===== src/rtl/mtsp_if_queue_pkg.sv =====
// Shared constants for the MTSP instruction-fetch queue: bundle geometry,
// the bubble encoding and the unit-instruction slot layout inside a bundle.
package mtsp_if_queue_pkg;

    localparam int unsigned PC_WIDTH_DEFAULT = 16;
    localparam int unsigned BUNDLE_W         = 128;
    localparam int unsigned UINST_W          = 32;

    localparam logic [BUNDLE_W-1:0] UINST_BUBBLE = '1;

    // Bundle layout, MSB first: {p0_m, p0_s, p1_m, p1_s}
    localparam int unsigned P0_M_LSB = 96;
    localparam int unsigned P0_S_LSB = 64;
    localparam int unsigned P1_M_LSB = 32;
    localparam int unsigned P1_S_LSB = 0;

    typedef enum logic [1:0] {
        SLOT_P0_M = 2'd0,
        SLOT_P0_S = 2'd1,
        SLOT_P1_M = 2'd2,
        SLOT_P1_S = 2'd3
    } uinst_slot_e;

    function automatic logic [UINST_W-1:0] uinst_slot(
        input logic [BUNDLE_W-1:0] bundle,
        input uinst_slot_e         slot
    );
        logic [UINST_W-1:0] word;
        case (slot)
            SLOT_P0_M: word = bundle[P0_M_LSB +: UINST_W];
            SLOT_P0_S: word = bundle[P0_S_LSB +: UINST_W];
            SLOT_P1_M: word = bundle[P1_M_LSB +: UINST_W];
            default:   word = bundle[P1_S_LSB +: UINST_W];
        endcase
        return word;
    endfunction

    function automatic logic is_bubble(input logic [BUNDLE_W-1:0] bundle);
        return bundle == UINST_BUBBLE;
    endfunction

endpackage


===== src/rtl/mtsp_if_fifo.sv =====
// Synchronous FIFO holding fetched {pc, bundle} entries; push and pop may
// coincide even when full, and clear empties it in one cycle.
module mtsp_if_fifo #(
    parameter int unsigned WIDTH = 144,
    parameter int unsigned DEPTH = 4
) (
    input  logic                           clk,
    input  logic                           rst_n,
    input  logic                           clear,
    input  logic                           push,
    input  logic [WIDTH-1:0]               push_data,
    input  logic                           pop,
    output logic [WIDTH-1:0]               head_data,
    output logic [$clog2(DEPTH + 1)-1:0]   count,
    output logic                           empty
);
    localparam int unsigned AW    = $clog2(DEPTH);
    localparam int unsigned CNT_W = $clog2(DEPTH + 1);

    logic [WIDTH-1:0] mem [DEPTH];
    logic [AW-1:0]    wr_ptr;
    logic [AW-1:0]    rd_ptr;
    logic             full;
    logic             do_push;
    logic             do_pop;

    assign empty     = (count == '0);
    assign full      = (count == CNT_W'(DEPTH));
    assign do_pop    = pop & ~empty;
    assign do_push   = push & (~full | do_pop);
    assign head_data = mem[rd_ptr];

    always_ff @(posedge clk or negedge rst_n) begin
        if (!rst_n) begin
            wr_ptr <= '0;
            rd_ptr <= '0;
            count  <= '0;
        end else if (clear) begin
            wr_ptr <= '0;
            rd_ptr <= '0;
            count  <= '0;
        end else begin
            if (do_push) wr_ptr <= wr_ptr + AW'(1);
            if (do_pop)  rd_ptr <= rd_ptr + AW'(1);
            case ({do_push, do_pop})
                2'b10:   count <= count + CNT_W'(1);
                2'b01:   count <= count - CNT_W'(1);
                default: ;
            endcase
        end
    end

    // Storage needs no reset: only entries between the pointers are ever read.
    always_ff @(posedge clk) begin
        if (do_push && !clear) mem[wr_ptr] <= push_data;
    end

    a_no_overflow: assert property (@(posedge clk) disable iff (!rst_n)
        !(push && !clear && full && !pop));

    a_no_underflow: assert property (@(posedge clk) disable iff (!rst_n)
        !(pop && !clear && empty));

endmodule


===== src/rtl/mtsp_if_queue.sv =====
// MTSP instruction-fetch stage: credit-limited bundle fetch, response
// buffering with PC tagging, redirect flush and one-bundle-per-cycle issue.
module mtsp_if_queue
    import mtsp_if_queue_pkg::*;
#(
    parameter int unsigned         PC_WIDTH = PC_WIDTH_DEFAULT,
    parameter int unsigned         DEPTH    = 4,
    parameter logic [PC_WIDTH-1:0] RESET_PC = '0
) (
    input  logic                CLK,
    input  logic                nRST,
    input  logic                RUN,
    input  logic                STALL,
    input  logic                REDIRECT_EN,
    input  logic [PC_WIDTH-1:0] REDIRECT_PC,
    output logic                IMEM_REQ_VALID,
    input  logic                IMEM_REQ_READY,
    output logic [PC_WIDTH-1:0] IMEM_REQ_ADDR,
    input  logic                IMEM_RSP_VALID,
    input  logic [BUNDLE_W-1:0] IMEM_RSP_DATA,
    output logic [PC_WIDTH-1:0] PC_OUT,
    output logic [BUNDLE_W-1:0] UINSTx4_OUT
);
    localparam int unsigned    CNT_W      = $clog2(DEPTH + 1);
    localparam int unsigned    ENTRY_W    = PC_WIDTH + BUNDLE_W;
    localparam logic [CNT_W:0] CREDIT_MAX = (CNT_W + 1)'(DEPTH);

    logic [PC_WIDTH-1:0] fpc;
    logic [PC_WIDTH-1:0] rsp_pc;
    logic [CNT_W-1:0]    outstanding;
    logic [CNT_W-1:0]    outstanding_next;
    logic [CNT_W-1:0]    discard;
    logic [CNT_W-1:0]    fifo_count;
    logic                fifo_empty;
    logic [ENTRY_W-1:0]  fifo_head;
    logic [CNT_W:0]      credit_used;
    logic                req_hs;
    logic                rsp_keep;
    logic                pop;

    // Buffered plus in-flight fetches never exceed DEPTH, so a push always fits.
    assign credit_used    = {1'b0, fifo_count} + {1'b0, outstanding};
    assign IMEM_REQ_VALID = nRST & RUN & ~REDIRECT_EN & (credit_used < CREDIT_MAX);
    assign IMEM_REQ_ADDR  = fpc;
    assign req_hs         = IMEM_REQ_VALID & IMEM_REQ_READY;

    assign rsp_keep = IMEM_RSP_VALID & ~REDIRECT_EN & (discard == '0);
    assign pop      = ~fifo_empty & ~STALL & ~REDIRECT_EN;

    always_comb begin
        outstanding_next = outstanding;
        if (req_hs && !IMEM_RSP_VALID) begin
            outstanding_next = outstanding + CNT_W'(1);
        end else if (!req_hs && IMEM_RSP_VALID) begin
            outstanding_next = outstanding - CNT_W'(1);
        end
    end

    always_ff @(posedge CLK or negedge nRST) begin
        if (!nRST) begin
            fpc         <= RESET_PC;
            rsp_pc      <= RESET_PC;
            outstanding <= '0;
            discard     <= '0;
        end else begin
            outstanding <= outstanding_next;
            if (REDIRECT_EN) begin
                // Every fetch still in flight after this cycle belongs to the old path.
                fpc     <= REDIRECT_PC;
                rsp_pc  <= REDIRECT_PC;
                discard <= outstanding_next;
            end else begin
                if (req_hs) fpc <= fpc + PC_WIDTH'(1);
                if (IMEM_RSP_VALID) begin
                    if (discard != '0) discard <= discard - CNT_W'(1);
                    else               rsp_pc  <= rsp_pc + PC_WIDTH'(1);
                end
            end
        end
    end

    mtsp_if_fifo #(
        .WIDTH (ENTRY_W),
        .DEPTH (DEPTH)
    ) u_fifo (
        .clk       (CLK),
        .rst_n     (nRST),
        .clear     (REDIRECT_EN),
        .push      (rsp_keep),
        .push_data ({rsp_pc, IMEM_RSP_DATA}),
        .pop       (pop),
        .head_data (fifo_head),
        .count     (fifo_count),
        .empty     (fifo_empty)
    );

    always_ff @(posedge CLK or negedge nRST) begin
        if (!nRST) begin
            PC_OUT      <= '0;
            UINSTx4_OUT <= UINST_BUBBLE;
        end else if (pop) begin
            PC_OUT      <= fifo_head[ENTRY_W-1 -: PC_WIDTH];
            UINSTx4_OUT <= fifo_head[BUNDLE_W-1:0];
        end else begin
            UINSTx4_OUT <= UINST_BUBBLE;
        end
    end

    a_rsp_expected: assert property (@(posedge CLK) disable iff (!nRST)
        IMEM_RSP_VALID |-> (outstanding != '0));

    a_credit_bound: assert property (@(posedge CLK) disable iff (!nRST)
        credit_used <= CREDIT_MAX);

    a_discard_bound: assert property (@(posedge CLK) disable iff (!nRST)
        discard <= outstanding);

endmodule

===== config.mk =====
export PLATFORM = sky130hd
export DESIGN_NAME = mtsp_if_queue
export DESIGN_NICKNAME = d
export VERILOG_FILES = /design/src/rtl/mtsp_if_queue_pkg.sv /design/src/rtl/mtsp_if_fifo.sv /design/src/rtl/mtsp_if_queue.sv
export SDC_FILE = /design/constraint.sdc
export NUM_CORES = 1
export LEC_CHECK = 0
export ABC_AREA = 1
export CORE_AREA = 3 3 232 234
export DETAILED_ROUTE_END_ITERATION = 12
export DIE_AREA = 0 0 235 237
export GPL_TIMING_DRIVEN = 0
export HOLD_SLACK_MARGIN = 0.02
export PLACE_DENSITY = 0.79
export SLEW_MARGIN = 20
export SYNTH_ARGS = -nofsm -noshare
export SYNTH_HDL_FRONTEND = slang
export SYNTH_HIERARCHICAL = 1
export SYNTH_SLANG_ARGS = --single-unit

===== constraint.sdc =====
create_clock -name CLK -period 10.4 [get_ports CLK]
set_input_delay 1.04 -clock CLK [delete_from_list [all_inputs] [get_ports CLK]]
set_output_delay 1.04 -clock CLK [all_outputs]
set_load 0.005 [all_outputs]

### Yosys cells after proc, flatten, opt, wreduce, memory -nomap -nowiden

Memories as Yosys holds them, arrays and structs flattened.
Index checks and enable logic that the tools add are counted.

* bits in registers: 189
* bits in latches: 0
* RAM bits: 576
* ROM bits: 0
* input bits: 151
* output and inout bits: 161
* word-level logic and storage cells: 76
* memories kept: 1

* add/sub/neg operators: 10
* multiply operators: 0
* div/mod/pow operators: 0
* magnitude comparators: 1
* equality and inequality tests: 4
* shift-type cells: 0
* muxes and demuxes: 19
* bitwise operators: 15
* reductions and logical operators: 17

Memory list
* u_fifo.mem: depth 4, bits a word 144, rd ports 1, clocked after memory_dff 0, write ports 1, line mtsp_if_fifo.sv:20 `logic [WIDTH-1:0] mem [DEPTH];`

Operators with widths (number)
* two-way mux 128 bit: 1
* two-way mux 16 bit: 5
* adder 16 x 1 -> 16 bit (second input constant): 2
* two-way mux 3 bit: 6
* bitwise AND 1 bit: 10
* nonzero test 2 bit: 5
* subtractor 3 x 1 -> 3 bit (second input constant): 3
* two-way mux 2 bit: 4
* adder 3 x 1 -> 3 bit (second input constant): 2
* zero test 3 bit: 2
* one-hot mux 3 bit (2 select lines): 1
* nonzero test 3 bit: 2
* adder 2 x 1 -> 2 bit (second input constant): 2
* adder 3 x 3 -> 4 bit: 1
* less-than comparator 4 x 3 -> 1 bit (second input constant): 1
* NOT 1 bit: 4
* AND reduction 2 bit: 2
* == test 3 bit (second input constant): 1
* logical AND 1 bit: 3
* zero test 1 bit: 3
* == test 2 x 1 -> 1 bit (second input constant): 1
* == test 2 bit (second input constant): 1
* two-way mux 1 bit: 2
* != test 2 bit (second input constant): 1
* OR 1 bit: 1

### Depth between registers and ports, before layout

Gate-level depths: netlist of the first run.

* word-level depth: 10
* depth in mapped cells: 16
* gate-level depth less buffers: 16

### Cells and area by module

The synthesis of the first run kept the hierarchy.

By module, submodules not included
* mtsp_if_fifo: instances 1, cells each 1457, area each 21820.9 um^2, sequential area each 17471.8 um^2
* mtsp_if_queue: instances 1, cells each 667, area each 7267.0 um^2, sequential area each 4714.5 um^2

### Worst setup path after synthesis of the first run

OpenSTA, ideal clock, no wires.

* path kind: input to register
* from: input REDIRECT_EN
* to: memory u_fifo.mem[0][0], enable pin
* arrival: 8.293 ns
* data required time: 9.751 ns
* setup slack: 1.459 ns
* cell stages on the path: 7
* path buffers: 3
* cells stage by stage: buf_6 -> nor3_4 -> clkbuf_1 -> o21ai_2 -> or2_1 -> buf_2 -> nor2_1

* word-level cells in the longest chain between the ends: 8
* elaborated cells on any way between the ends: 11
* classes of those cells: mux (2); bitwise (7); reduce/logical (2)

RTL lines
* from (decl): line mtsp_if_queue.sv:14 `input logic REDIRECT_EN,`
* NOT 1 bit: line mtsp_if_queue.sv:48 `assign pop = ~fifo_empty & ~STALL & ~REDIRECT_EN;`
* bitwise AND 1 bit: line mtsp_if_queue.sv:48
* net pop: line mtsp_if_queue.sv:39 `logic pop;`
* bitwise AND 1 bit: line mtsp_if_fifo.sv:29 `assign do_pop = pop & ~empty;`
* OR 1 bit: line mtsp_if_fifo.sv:30 `assign do_push = push & (~full | do_pop);`
* bitwise AND 1 bit: line mtsp_if_fifo.sv:30
* logical AND 1 bit: line mtsp_if_fifo.sv:55 `if (do_push && !clear) mem[wr_ptr] <= push_data;`
* two-way mux 1 bit: line mtsp_if_fifo.sv:55
* two-way mux 1 bit (implied by the code): line mtsp_if_fifo.sv:55
* to (decl): line mtsp_if_fifo.sv:20

The timed path passes the listed nets, and every way through them passes these cells.

### Worst setup path after layout of the first run

* from: input REDIRECT_EN
* to: memory u_fifo.mem[3][75], enable pin

Same word-level chain as after synthesis.

==> results of run 1 <==
[cells in the final DEF, fill, tap and decap left out, drive strengths merged, types with 61 or more instances in the layout]
cell type,Yosys,final
clkdlybuf4s50,0,310
or2,130,130
nand2,147,147
edfxtp,576,576
dfstp,128,128
o21ai,310,310
nor2,322,322
inv,59,61
dfrtp,61,61
o22ai,144,144
clkbuf,43,151
buf,76,108
[sequential cells by signal (all words and copies together), names as in the netlist]
| name | flops |
|---|---|
| u_fifo/mem | 576 |
| rsp_pc | 16 |
| u_fifo/wr_ptr | 2 |
| IMEM_REQ_ADDR | 16 |
| PC_OUT | 16 |
| u_fifo/rd_ptr | 2 |
| u_fifo/count | 3 |
| UINSTx4_OUT | 128 |
| outstanding | 3 |
| discard | 3 |
[final cells by class]
type | count | area, um2 | area share, %
plain buffers | 119 | 754.5 | 2.081
clock inverters | 28 | 211.5 | 0.5834
diodes | 7 | 17.52 | 0.04833
clock buffers | 108 | 2173 | 5.996
flip-flops and latches | 765 | 22190 | 61.21
repair buffers | 342 | 3866 | 10.67
multi-input cells | 1180 | 5944 | 16.40
well taps | 688 | 860.8 | 2.375
inverters | 60 | 232.7 | 0.6420
[cells by family (layout without fill, tap and decap cells)]
family                   Yosys count  after routing  synth area share [%]
AO/OA/AOI/OAI                    491            491                 9.274
XOR/XNOR                          13             13                0.3914
adder cells (fa/ha/maj)           13             13                0.5850
buffers and inverters            179            657                 3.394
flip-flops                       765            765                 76.27
other                              0              7                     0
AND/OR/NAND/NOR                  663            663                 10.08
[metal layers]
metal | vias to the layer above | wire length [um] | global-route usage [%]
li1 | 8484 | - | -
met5 | - | 34 | 0
met1 | 9630 | 28500 | 34.07
met4 | 6 | 1776 | 9.405
met2 | 961 | 36530 | 42.95
met3 | 131 | 5923 | 4.461
[where the power goes]
part	internal (uW)	switching [uW]	total [uW]	leakage [uW]
Combinational	477	601	1080	0.00438
Clock	1510	1100	2610	0.00117
Sequential	3500	110	3610	0.00728
Total	5480	1810	7290	0.0128
[per-stage QoR]
stage               power [uW]  setup TNS, ps  hold WS (ps)
finish                    7293              0         442.9
global route              7555              0         427.0
CTS                       7324              0         411.5
detailed placement        4730              0         465.3
global placement          4684       -2520610         457.0
floorplan                 4164              0         464.5
[how the worst max path moves through the flow]
stage	startpoint	endpoint	slack, ps
2_1_floorplan	REDIRECT_EN	u_fifo/mem[0][0]	1460
3_3_place_gp	REDIRECT_EN	u_fifo/mem[0][73]	-4460
3_5_place_dp	REDIRECT_EN	u_fifo/mem[3][80]	5170
4_1_cts	REDIRECT_EN	u_fifo/mem[3][78]	5780
5_1_grt	REDIRECT_EN	u_fifo/mem[3][73]	5550
6_report	REDIRECT_EN	u_fifo/mem[3][75]	5740
==> run summary, run 1 <==
The number of flops mapped to enable cells by yosys is 576. The post-synth design cell area is 0.02909 mm2. The maximum fanout along the worst path is 21. The net total in the final layout came out at 2,707. The summed area of non-filler cells in the final layout is ~0.036 mm2.

The number of top-level pins is approximately 310. The buffers plus inverters on the worst setup path came out at 8. The required time at the endpoint of the critical path came out at roughly 11,000 ps.

The worst path uses 44.79% of the clock period. The core region is 0.05224 mm2. Clock-pin slew was measured on the worst setup and hold paths at roughly 60 ps.

The post-synthesis async set-or-reset flop share is 24.71%. The number of port buffers is 311. No sink is reached through more buffers than the 3 on the longest clock path. The post-place instance area came out at 0.03385 mm2. The worst setup timing slack at the placement stage is between 5000 and 6000 ps. On the worst path, the slowest cell contributes a delay of 610 ps. The first detailed-routing pass took 5 iterations. For this run, the register share of the synthesized area comes to 76.27%.

The area of the die is 0.05570 mm2. By area the synthesized netlist is led by sky130_fd_sc_hd__edfxtp_1 (59%), sky130_fd_sc_hd__dfstp_2 (12%), sky130_fd_sc_hd__dfrtp_1 (5.2%). The critical path data arrival time is 4960 ps. The number of H-tree branching levels came out at 3. Once layout is complete, the utilization of the core stands at 69.39%. The slowest stage of the critical path is the sky130_fd_sc_hd__clkbuf_1 cell. The most used flip-flop cell after synthesis is sky130_fd_sc_hd__edfxtp_1. The number of DRC markers in iteration 0 came out at 1,742. The number of global-route vias before repair is 19,497. Summed over all layers, the routed wires come to 72,760 um. The post-CTS setup repair buffer count came out at 0.

Among all cell types in the netlist, the one instantiated most often is sky130_fd_sc_hd__edfxtp_1. The global placement routability congestion is about 0.85. The area overhead of the layout relative to synthesis is 24.61%.

The initial antenna violation count came to 9. The clock latency at the later pin of the worst-skew pair is 610 ps. Traced cell by cell, the critical path runs through clkdlybuf4s50_1 > buf_6 > nor3_4 > clkbuf_1 > o21ai_2 > or2_1 > buf_2 > nor2_4 > buf_12 > buf_12 > buf_16 > buf_16. Fill cells in the final layout number 3,424. The number of gates on the worst path with buffers counted is 12. The worst min-delay path class is in2async. The share of post-route cells with drive strength above 1 is between 10% and 20%. The number of buffers added by the clock tree synthesis step is 75.

The worst reg2reg path depth is 13. Measured along the y axis, the die boundary spans 237 um. Setup repair after global routing left no endpoint under its margin. The number of storage elements in the synthesis netlist came out at around 770. The final max-slew violation count came to 0. The total placed cells including tap cells is 3,154. The detail route stage leaves a number of antenna-violating nets equal to 0.

The final number of hold-violating endpoints came out at 0. Buffers inserted to repair hold after CTS numbered 0. Ranked by instance count, the synthesized netlist is headed by sky130_fd_sc_hd__edfxtp_1 (576), sky130_fd_sc_hd__nor2_1 (321), sky130_fd_sc_hd__o21ai_0 (231). TritonCTS built the clock tree. The largest net degree at the start of global routing came out at 94. In the routed layout, each cell is associated on average with a via count of just under 6. The worst setup path is of the in2reg kind. The clock root buffer is sky130_fd_sc_hd__clkbuf_16.

The slew of the pin with the lowest slew margin came out at about 750 ps. The count of yosys warnings during synthesis came out at 6. The total power density per cell area came out at roughly 200 mW/mm2. The worst setup path is captured at a register. The number of standard cells after synthesis came out at 2,124. The first global-routing pass estimated between 100,000 and 150,000 um of wire.

The worst reg-to-reg setup slack is 6190 ps. The run finished with clean final reports. The number of remaining DRC errors came out at 0.

The mean area per synthesized cell came out at 13.69 um2. The die is 235 um wide. The total via count after detailed routing came out at 19,212. The TritonCTS sink count came out at 765. In the post-route analysis, the smallest setup slack over all paths is roughly 5700 ps. The global-route usage over all layers is 25.63%. In this run the critical register-to-register path is captured at u_fifo/mem[3][75]. The worst IR drop on VDD came out at ~0.13 mV. The max-capacitance violation count came out at 0. The biggest area contributor in the post-synthesis netlist is sky130_fd_sc_hd__edfxtp_1. The post-cts repair resize count is 0. The fmax came out at roughly 210 MHz. The type of element launching the critical path is a primary input. The finished layout holds roughly 3,300 standard cells, fillers aside. In this run the biggest area consumer among cell types represents 59.46% of the synthesized area. The initial core utilization came out at 55.69%. The initialized floorplan defines 84 standard-cell rows.

The kind of cell with the highest combined delay along the critical path is buffers and inverters. Measured against its own limit, the worst slew margin works out to between 40% and 50%. The count of cell types in the netlist came out at 43. The startpoint of the worst register-to-register path is u_fifo/count[2]. The total global routing overflow came out at 0.

The post-route minimum period came out at 4658 ps. The wire length per cell is 22.07 um. Counting every net in the synthesized netlist gives 2,288. The half-perimeter wire length after detailed placement is 47,160 um.

The clock skew after layout came out at ~28 ps. The number of failing setup endpoints in the final timing report came out at 0. The leakage power is 0.01283 uW.
Power figures use the tool's default switching activity.
==> run 2, diff against run 1 <==
--- a/config.mk
+++ b/config.mk
@@ -6,12 +6,12 @@
 export NUM_CORES = 1
 export LEC_CHECK = 0
 export ABC_AREA = 1
-export CORE_AREA = 3 3 232 234
+export CORE_AREA = 3 3 243 245
 export DETAILED_ROUTE_END_ITERATION = 12
-export DIE_AREA = 0 0 235 237
+export DIE_AREA = 0 0 246 248
 export GPL_TIMING_DRIVEN = 0
 export HOLD_SLACK_MARGIN = 0.02
-export PLACE_DENSITY = 0.79
+export PLACE_DENSITY = 0.76
 export SLEW_MARGIN = 20
 export SYNTH_ARGS = -nofsm -noshare
 export SYNTH_HDL_FRONTEND = slang
==> constraint.sdc (replaced) <==
create_clock -name CLK -period 4.02 [get_ports CLK]
set_input_delay 0.402 -clock CLK [delete_from_list [all_inputs] [get_ports CLK]]
set_output_delay 0.402 -clock CLK [all_outputs]
set_load 0.005 [all_outputs]
==> run 2 against run 1 <==
  * Combinational power rose to 2.6 times the previous value
  * Clock skew decreased by 14 ps
  * Sequential cell count stayed put
  * Hold slack got worse by 53 ps
  * Sequential power grew to 2.6 times the previous value
  * Final cell count rose by 2.5%
  * Setup slack worse by 5200 ps
  * Cell area grew 0.71%
  * Critical path type is now reg2reg
  * Critical endpoint is now u_fifo/mem[0][92]
==> run summary, run 2 (synthesis gave the netlist of run 1 again) <==
The kind of capture point of the worst setup path is a register. The number of cells on the worst reg-to-reg path is 12. STA classifies the critical path startpoint as a register. The number of top-level pins is around 310. The slew of the pin with the lowest slew margin came out at 660.0 ps. The summed area of non-filler cells in the final layout came out at 0.03650 mm2. The number of flip-flops in the largest register is 576. In the layout the commonest cells are sky130_fd_sc_hd__edfxtp_1 (576), sky130_fd_sc_hd__nor2_1 (317), sky130_fd_sc_hd__clkdlybuf4s50_1 (310), sky130_fd_sc_hd__o21ai_0 (231), sky130_fd_sc_hd__nand2_1 (146). The core area is approximately 0.057 mm2.

The total power density per cell area is 527.4 mW/mm2. The post-CTS setup repair buffer count came out at 0. The worst reg-to-reg setup slack came out at between 500 and 600 ps. The number of H-tree branching levels is 3. The final wirelength came out at 71,030 um. The first-pass GRT wire length is approximately 110,000 um. Cells fill ~64% of the core in the end. The initial antenna violation count is 5. The number of failing setup endpoints in the final timing report came out at 0. The startpoint identified for the worst register-to-register timing path is u_fifo/count[0].

The largest net degree at the start of global routing came out at 93. More flip-flops sit in one register than any other, and that register is u_fifo/mem. The completed layout was analyzed and its total power is between 15,000 and 20,000 uW.

The total global routing overflow is 0. The clock skew after layout is 14.75 ps. The internal power of the cells is around 14,000 uW. The sequential power share came out at 48.5%.

Summed over all nets, the switching power comes to approximately 4800 uW. The required time at the endpoint of the critical path is 4310 ps. The net switching share of the total power is 24.77%. Across all setup checks in the final design, the least slack found is 521.8 ps.

The area of the die is a little over 0.06 mm2. The largest registers in the layout are u_fifo/mem: 576 flops, UINSTx4_OUT: 128 flops. The total via count after detailed routing is about 19,000. The tightest min-delay check is of the in2async type.

The number of buffers added by the clock tree synthesis step is 78. Summed over all nets, the half-perimeter wirelength after detailed placement is 45,660 um. The number of DRC markers in iteration 0 came out at approximately 2,000. The critical path data arrival time came out at between 3000 and 4000 ps.

Combinational logic burns 14.3% of the power. The chip width came out at 246 um. The residual antenna-violating net count after detailed routing came out at 0. The leakage power is 0.01295 uW. The part of the cycle the worst path needs came out at 87.02%. Setup repair after global routing left no endpoint under its margin. The worst IR drop on VDD is 0.4252 mV. The power share of the clock group is 37.2%.

The final max-slew violation count came to 0. The number of standard-cell rows in the floorplan came out at 88. In this run the worst path has a maximum fanout of 23. The global-route usage over all layers is 22.90%. The post-place instance area came out at 0.03393 mm2. The number of port buffers came out at 311. The endpoint identified for the worst register-to-register timing path is u_fifo/mem[0][92]. The critical path in this run is classified as reg2reg. The clock latency at the later pin of the worst-skew pair is 600 ps.

Before antenna repair, the detailed router went through 5 iterations. The share of post-route cells with drive strength above 1 came out at around 18%. The area overhead of the layout relative to synthesis came out at 25.49%. The root buffer cell chosen for the clock tree is sky130_fd_sc_hd__clkbuf_16. The initial core utilization came out at about half.

The number of global-route vias before repair came out at 18,592. The TritonCTS clock tree is built. The deepest clock path buffer count came out at 3.

In the routed layout, each cell is associated on average with a via count of 5.546. In the final routed layout, each cell accounts on average for 21.03 um. The floorplan step set the die height to around 250 um. The final number of hold-violating endpoints is 0. The fmax came out at between 200 and 300 MHz. The max-capacitance violation count is 0.

The global placement routability congestion is a little under 0.9. The post-route minimum period came out at 3498 ps. The commonest non-fill, non-tap cell in the layout is sky130_fd_sc_hd__edfxtp_1.

The flow ran to the end, and the final reports show no timing, DRC or antenna violations. In the routed design, unresolved DRC markers number 0. At the placement stage, the worst setup path has a slack of 44.48 ps. The clock net in this run drives a total of 765 sinks. The net total in the final layout is 2,711.

The tightest slew margin relative to the limit came out at between 50% and 60%. The clock transition at the registers of the reported paths came out at 60 ps.
run 2: critical path, stage by stage, from the launching register on:
cell	delay [ps]
sky130_fd_sc_hd__dfrtp_1	460
sky130_fd_sc_hd__nor2_2	70
sky130_fd_sc_hd__nand2_1	130
sky130_fd_sc_hd__inv_2	60
sky130_fd_sc_hd__nor3_4	480
sky130_fd_sc_hd__clkbuf_8	310
sky130_fd_sc_hd__o21ai_2	90
sky130_fd_sc_hd__or2_1	240
sky130_fd_sc_hd__buf_6	150
sky130_fd_sc_hd__nor2_4	540
sky130_fd_sc_hd__buf_16	260
sky130_fd_sc_hd__buf_16	160
sky130_fd_sc_hd__buf_12	200
run 2: how the worst max path moves through the flow:
stage,cells past startpoint,slack [ps],end,startpoint
after global routing,12,290,u_fifo/mem[0][91],u_fifo/count[0]
after global placement,1,-5740,PC_OUT[15],nRST
after detailed placement,11,40,u_fifo/mem[0][88],REDIRECT_EN
after floorplan,9,-120,u_fifo/mem[0][0],u_fifo/count[0]
after CTS,12,490,u_fifo/mem[0][91],u_fifo/count[0]
final,12,520,u_fifo/mem[0][92],u_fifo/count[0]
run 2: power by group through the flow:
| stage | clock (uW) | combinational (uW) | sequential, uW |
|---|---|---|---|
| floorplan | 0 | 1340 | 9430 |
| global placement | 0 | 2650 | 9470 |
| detailed placement | 0 | 2750 | 9480 |
| CTS | 7260 | 2770 | 9330 |
| global route | 7620 | 3030 | 9370 |
| finish | 7160 | 2760 | 9330 |
run 2: metrics by stage:
stage | TNS (ps) | hold slack (ps) | instances
after CTS | 0 | 358.4 | 3377
final | 0 | 390.2 | 3378
after detailed placement | 0 | 432.6 | 3231
after global placement | -2363590 | 458.3 | 3200
after floorplan | -61190 | 106.4 | 2124
after global routing | 0 | 399.0 | 3377
run 2: what timing repair did:
item	CTS	global route
hold buffers	1	0
hold endpoints to repair	70	0
resized for setup	0	0
run 2: layer usage:
layer / vias up / global-route usage [%] / part of all wire, % / wire length (um)
met5: - / 0 / 0.080 / 57
met4: 8 / 6.547 / 2.0 / 1436
met3: 109 / 4.257 / 8.0 / 5714
met2: 813 / 39.10 / 51 / 35890
met1: 9302 / 30.25 / 39 / 27940
li1: 8503 / - / - / -
run 2: layout make-up:
class,instances,area (um2)
Sequential cell,765,22190
Antenna cell,1,2.502
Clock buffer,98,2183
Multi-Input combinational cell,1180,5944
Tap cell,765,957.2
Fill cell,3972,20860
Buffer,119,770.7
Timing Repair Buffer,343,3846
Inverter,60,232.7
Clock inverter,47,380.4
